==> src/rtl/regfile_scoreboard.sv <==
// Decode-stage register file with multi-port writeback, same-cycle bypass and a
// pending-write scoreboard that stalls issue on RAW/WAW hazards.
module regfile_scoreboard #(
  parameter int NB_WORD    = 32,
  parameter int NB_OPERAND = 5,
  parameter int N_WR       = 3
) (
  input  logic                         i_clock,
  input  logic                         i_reset,
  input  logic [NB_OPERAND-1:0]        i_rs1,
  input  logic [NB_OPERAND-1:0]        i_rs2,
  input  logic                         i_rs1_used,
  input  logic                         i_rs2_used,
  input  logic                         i_issue_valid,
  input  logic                         i_issue_wr,
  input  logic [NB_OPERAND-1:0]        i_issue_rd,
  input  logic [N_WR-1:0]              i_wr_en,
  input  logic [N_WR*NB_OPERAND-1:0]   i_wr_addr,
  input  logic [N_WR*NB_WORD-1:0]      i_wr_data,
  output logic [NB_WORD-1:0]           o_op1,
  output logic [NB_WORD-1:0]           o_op2,
  output logic                         o_stall,
  output logic                         o_issue_ack,
  output logic [(2**NB_OPERAND)-1:0]   o_pend_mask
);

  localparam int NREG = 2**NB_OPERAND;

  logic [NB_WORD-1:0] regs [NREG];
  logic [NREG-1:0]    pend;
  logic [NREG-1:0]    clr_mask;
  logic [NREG-1:0]    set_mask;
  logic               hit1, hit2, hit_rd;
  logic               raw1, raw2, waw;

  // Ascending port scan: a later (higher-index) match overrides, giving it priority.
  always_comb begin
    o_op1    = regs[i_rs1];
    o_op2    = regs[i_rs2];
    hit1     = 1'b0;
    hit2     = 1'b0;
    hit_rd   = 1'b0;
    clr_mask = '0;
    for (int p = 0; p < N_WR; p++) begin
      if (i_wr_en[p]) begin
        if (i_wr_addr[p*NB_OPERAND +: NB_OPERAND] == i_rs1) begin
          o_op1 = i_wr_data[p*NB_WORD +: NB_WORD];
          hit1  = 1'b1;
        end
        if (i_wr_addr[p*NB_OPERAND +: NB_OPERAND] == i_rs2) begin
          o_op2 = i_wr_data[p*NB_WORD +: NB_WORD];
          hit2  = 1'b1;
        end
        if (i_wr_addr[p*NB_OPERAND +: NB_OPERAND] == i_issue_rd) hit_rd = 1'b1;
        clr_mask[i_wr_addr[p*NB_OPERAND +: NB_OPERAND]] = 1'b1;
      end
    end
    if (i_rs1 == '0) begin
      o_op1 = '0;
      hit1  = 1'b0;
    end
    if (i_rs2 == '0) begin
      o_op2 = '0;
      hit2  = 1'b0;
    end
    if (i_issue_rd == '0) hit_rd = 1'b0;
    clr_mask[0] = 1'b0;
  end

  // Issue handshake: i_issue_valid offers an instruction, o_issue_ack accepts it
  // in the same cycle; a stalled instruction is held and re-presented unchanged.
  always_comb begin
    raw1        = i_rs1_used & pend[i_rs1] & ~hit1;
    raw2        = i_rs2_used & pend[i_rs2] & ~hit2;
    waw         = i_issue_wr & pend[i_issue_rd] & ~hit_rd;
    o_stall     = i_issue_valid & (raw1 | raw2 | waw);
    o_issue_ack = i_issue_valid & ~o_stall;
    set_mask    = '0;
    if (o_issue_ack && i_issue_wr && (i_issue_rd != '0)) set_mask[i_issue_rd] = 1'b1;
  end

  // A new issue to rd overrides a same-cycle writeback clear of rd.
  always_ff @(posedge i_clock) begin
    if (i_reset) pend <= '0;
    else         pend <= (pend & ~clr_mask) | set_mask;
  end

  always_ff @(posedge i_clock) begin
    if (i_reset) begin
      for (int i = 0; i < NREG; i++) regs[i] <= '0;
    end else begin
      for (int p = 0; p < N_WR; p++) begin
        if (i_wr_en[p] && (i_wr_addr[p*NB_OPERAND +: NB_OPERAND] != '0))
          regs[i_wr_addr[p*NB_OPERAND +: NB_OPERAND]] <= i_wr_data[p*NB_WORD +: NB_WORD];
      end
    end
  end

  assign o_pend_mask = pend;

endmodule

==> config.mk <==
export PLATFORM = sky130hd
export DESIGN_NAME = regfile_scoreboard
export DESIGN_NICKNAME = d
export VERILOG_FILES = /design/src/rtl/regfile_scoreboard.sv
export SDC_FILE = /design/constraint.sdc
export NUM_CORES = 2
export LEC_CHECK = 0
export CAP_MARGIN = 30
export CORE_MARGIN = 2
export CORE_UTILIZATION = 47
export CTS_BUF_LIST = sky130_fd_sc_hd__clkbuf_2
export DETAILED_ROUTE_END_ITERATION = 7
export SLEW_MARGIN = 30
export SYNTH_ARGS = -nofsm -noshare
export SYNTH_HDL_FRONTEND = slang
export SYNTH_SLANG_ARGS = --single-unit
==> constraint.sdc <==
create_clock -name i_clock -period 5.57 [get_ports i_clock]
set_input_delay 1.114 -clock i_clock [delete_from_list [all_inputs] [get_ports i_clock]]
set_output_delay 1.114 -clock i_clock [all_outputs]
set_load 0.1 [all_outputs]
==> impl_metrics.env <==
export IMPL_hold_viol=0
export IMPL_synth_edf_count=1024
export IMPL_cp_num_buf_inv=1
export IMPL_wl_met1_um=114000
export IMPL_synthCells=6644
export IMPL_p_per_area_nw_per_um2=245
export IMPL_synthesis_area_um2=72400
export IMPL_track_usage_pct=44.1
export IMPL_ir_drop_mv=0.188
export IMPL_ys_types=64
export IMPL_synth_compound_area_share_pct=17.5
export IMPL_grt_ovfl_total=0
export IMPL_root_buffer="clkbuf_2"
export IMPL_vias_per_cell=7.66
export IMPL_r2r_start="o_pend_mask[18]"
export IMPL_top_layer="met5"
export IMPL_maxSlewViolCount=0
export IMPL_synth_adder_area_share_pct=0
export IMPL_synth_area_leaders="edfxtp_1 42%, mux4_2 18%, a22oi_1 7.0%"
export IMPL_dieArea_um2=157000
export IMPL_dr_wl_met2_um=144000
export IMPL_worst_pin_slew_ps=1270
export IMPL_ys_flop_type="edfxtp_1"
export IMPL_maxCapViolations=0
export IMPL_coreArea_um2=154000
export IMPL_criticalPathCategory="reg -> out"
export IMPL_yosysTopAreaCell="edfxtp_1"
export IMPL_cts_sinks=1056
export IMPL_synth_top_family_by_area="multiplexers"
export IMPL_seq_area_frac_synth_pct=43.3
export IMPL_die_height_um=397
export IMPL_rr_endpoint="o_pend_mask[15]"
export IMPL_cts_buffer_depth=4
export IMPL_area_growth_pct=12.0
export IMPL_grt_pass1_vias=64622
export IMPL_wl_um=354000
export IMPL_cp_cell_sequence="mux4_2 -> mux2i_1 -> o22ai_1 -> a211oi_1 -> o21ai_1 -> buf_12"
export IMPL_period_needed_ps=5640
export IMPL_crit_arrival_ps=4520
export IMPL_skew_ps=26.3
export IMPL_grt_antenna_before_repair=18
export IMPL_crit_path_end="o_op2[2]"
export IMPL_start_kind="flip-flop"
export IMPL_violations="design-rule violations, negative setup slack"
export IMPL_synth_area_mux_share_pct=23.6
export IMPL_r2r_cells=7
export IMPL_leakagePower_nw=26.8
export IMPL_dr_pass1_iters=8
export IMPL_port_buffers=232
export IMPL_grt_setup_unrepaired="no"
export IMPL_cp_depth=6
export IMPL_async_reset_ff_share_pct=0
export IMPL_drt_iter0_drc=13337
export IMPL_synth_seq_cells=1056
export IMPL_synthSimpleGateAreaFrac_pct=9.17
export IMPL_cp_required_ps=4460
export IMPL_relSlewSlack_pct=15.1
export IMPL_htree_num_levels=5
export IMPL_setup_viol=1
export IMPL_synth_top_cell_area_share_pct=42.5
export IMPL_gp_congestion=0.981
export IMPL_io_pins=233
export IMPL_r2r_setup_slack_ps=2890
export IMPL_slowest_stage="a211oi_1"
export IMPL_initial_core_util_pct=47.2
export IMPL_cts_buffers=311
export IMPL_grt_max_degree=68
export IMPL_max_stage_delay_ps=730
export IMPL_period_share_pct=101
export IMPL_postLayoutCellArea_um2=81100
export IMPL_ys_warn_count=0
export IMPL_clk_latency_ps=1780
export IMPL_wire_per_inst_um=39.9
export IMPL_dpl_hpwl_um=209000
export IMPL_holdCritPathClass="in -> reg"
export IMPL_row_count=144
export IMPL_fmax_mhz=177
export IMPL_postCtsSetupRepairBufs=0
export IMPL_fp_dieW_um=397
export IMPL_drc=19
export IMPL_grt_pass1_wl_um=489000
export IMPL_run_status="finished, violations left"
export IMPL_wl_met3_um=64400
export IMPL_clkTransAtPathRegs_ps=110
export IMPL_vias=68056
export IMPL_worst_slack_ps=-65.4
export IMPL_crit_path_start="regs[22][2]"
export IMPL_fin_nets=6765
export IMPL_crit_path_end_kind="output pin"
export IMPL_place_area_um2=78500
export IMPL_ant_nets=0
export IMPL_p_total_mw=19.9
export IMPL_synthXorXnorAreaFrac_pct=0.544
export IMPL_syn_mean_instance_area_um2=10.9
export IMPL_cts_tree="done"
export IMPL_layout_drive_gt1_share_pct=25.1
export IMPL_critical_path_top_delay_family="compound AO/OA/AOI/OAI gates"
export IMPL_cp_max_fo=2
per-layer routing:
layer  GRT usage, %  up-vias
met4           32.5       20
met2           60.5     7564
met5           1.17        -
li1               -    25883
met3           20.9     1858
met1           53.7    32731
through the flow:
step,setup TNS (ps),instances,utilization (%),hold WS [ps],setup slack (ps)
CTS,0,8859,52.8,130,9.79
detailed placement,0,8358,51.2,558,296
global placement,0,8356,51.1,555,320
finish,-65.4,8879,52.8,255,-65.4
global route,0,8863,52.8,254,31.7
floorplan,0,6675,-,910,352
area by class of cell:
type / instances / area (µm²)
diodes: 19 / 47.5
clock buffers: 430 / 2150
clock inverters: 69 / 275
fillers: 13411 / 72400
inverters: 5 / 23.8
multi-input cells: 4591 / 37700
flip-flops and latches: 1056 / 31400
well taps: 2044 / 2560
repair buffers: 665 / 6950
power breakdown:
part | total, mW | switching, mW | internal (mW)
combinational | 4.67 | 2.95 | 1.72
sequential | 9.47 | 0.263 | 9.21
clock | 5.75 | 3.71 | 2.05
timing repair:
action / in CTS / in global routing
hold buffers: 2 / 0
resized for setup: 1 / 0
endpoints found under the hold margin: 18 / 0
endpoints found under the setup margin: 1 / 0
synth_stat cells, types with 8 or more instances:
cell	n
xor2_1	16
nand3_1	16
a211oi_1	64
xnor2_1	29
buf_6	15
nor4_1	9
nand3b_1	10
or3_1	18
nor3_1	62
nand4b_1	29
clkbuf_2	30
buf_4	12
edfxtp_1	1024
buf_1	108
nor2_1	717
nand2_1	628
o22ai_1	69
and2_1	8
a21oi_1	292
nand2b_1	15
dfxtp_1	32
clkbuf_1	756
mux4_2	591
buf_2	101
a22oi_1	674
o31ai_1	24
or4_1	15
mux2i_1	362
nor3b_1	11
a221oi_1	153
o21ai_0	356
o21ai_1	279
nand4_1	10
a221o_1	32
tightest hold or removal path: stages:
cell	delay, ps
clkdlybuf4s50_1	390
buf_4	250
nand2_1	100
o21ai_1	60
placed cells by master, fill, tap and decap left out, types with 7 or more instances in the layout:
master / count
o21ai_1: 278
nand4_1: 10
a221o_1: 32
buf_4: 372
nand4b_1: 29
nor2_1: 666
dfxtp_1: 32
xnor2_1: 29
a221oi_1: 153
clkdlybuf4s50_1: 155
nor3_1: 41
nand2b_1: 9
diode_2: 19
buf_12: 119
nand2_1: 613
o31ai_1: 24
nand2_2: 15
and2_1: 8
o22ai_1: 67
or2_2: 8
nor2_4: 51
buf_6: 7
clkbuf_2: 430
nor3_2: 20
a211oi_1: 63
edfxtp_1: 1024
a21oi_1: 292
conb_1: 32
mux2i_1: 362
nand3_1: 13
mux4_2: 591
or3_2: 17
nor3b_1: 8
o21ai_0: 353
a22oi_1: 674
nand3b_1: 10
or4_2: 10
clkinv_1: 53
xor2_1: 16
clkinv_2: 13
state kept, by name, indices dropped and copies added (netlist names):
name / cells
o_pend_mask: 32
regs: 1024
kinds of logic (layout without fill, tap and decap cells):
family | after synthesis | after routing
multiplexers | 960 | 960
AO/OA/AOI/OAI | 1965 | 1965
flip-flops | 1056 | 1056
AND/OR/NAND/NOR | 1589 | 1589
other | 1 | 51
XOR/XNOR | 45 | 45
buffers and inverters | 1028 | 1169
worst min path at each step:
stage,startpoint,cells after the start,end
2_1_floorplan,o_pend_mask[4],2,o_pend_mask[4]
3_3_place_gp,o_pend_mask[23],2,o_pend_mask[23]
3_5_place_dp,o_pend_mask[22],2,o_pend_mask[22]
4_1_cts,i_issue_wr,5,o_pend_mask[24]
5_1_grt,i_wr_data[87],4,regs[23][23]
6_report,i_wr_data[86],4,regs[24][22]
Power figures use the tool's default switching activity.
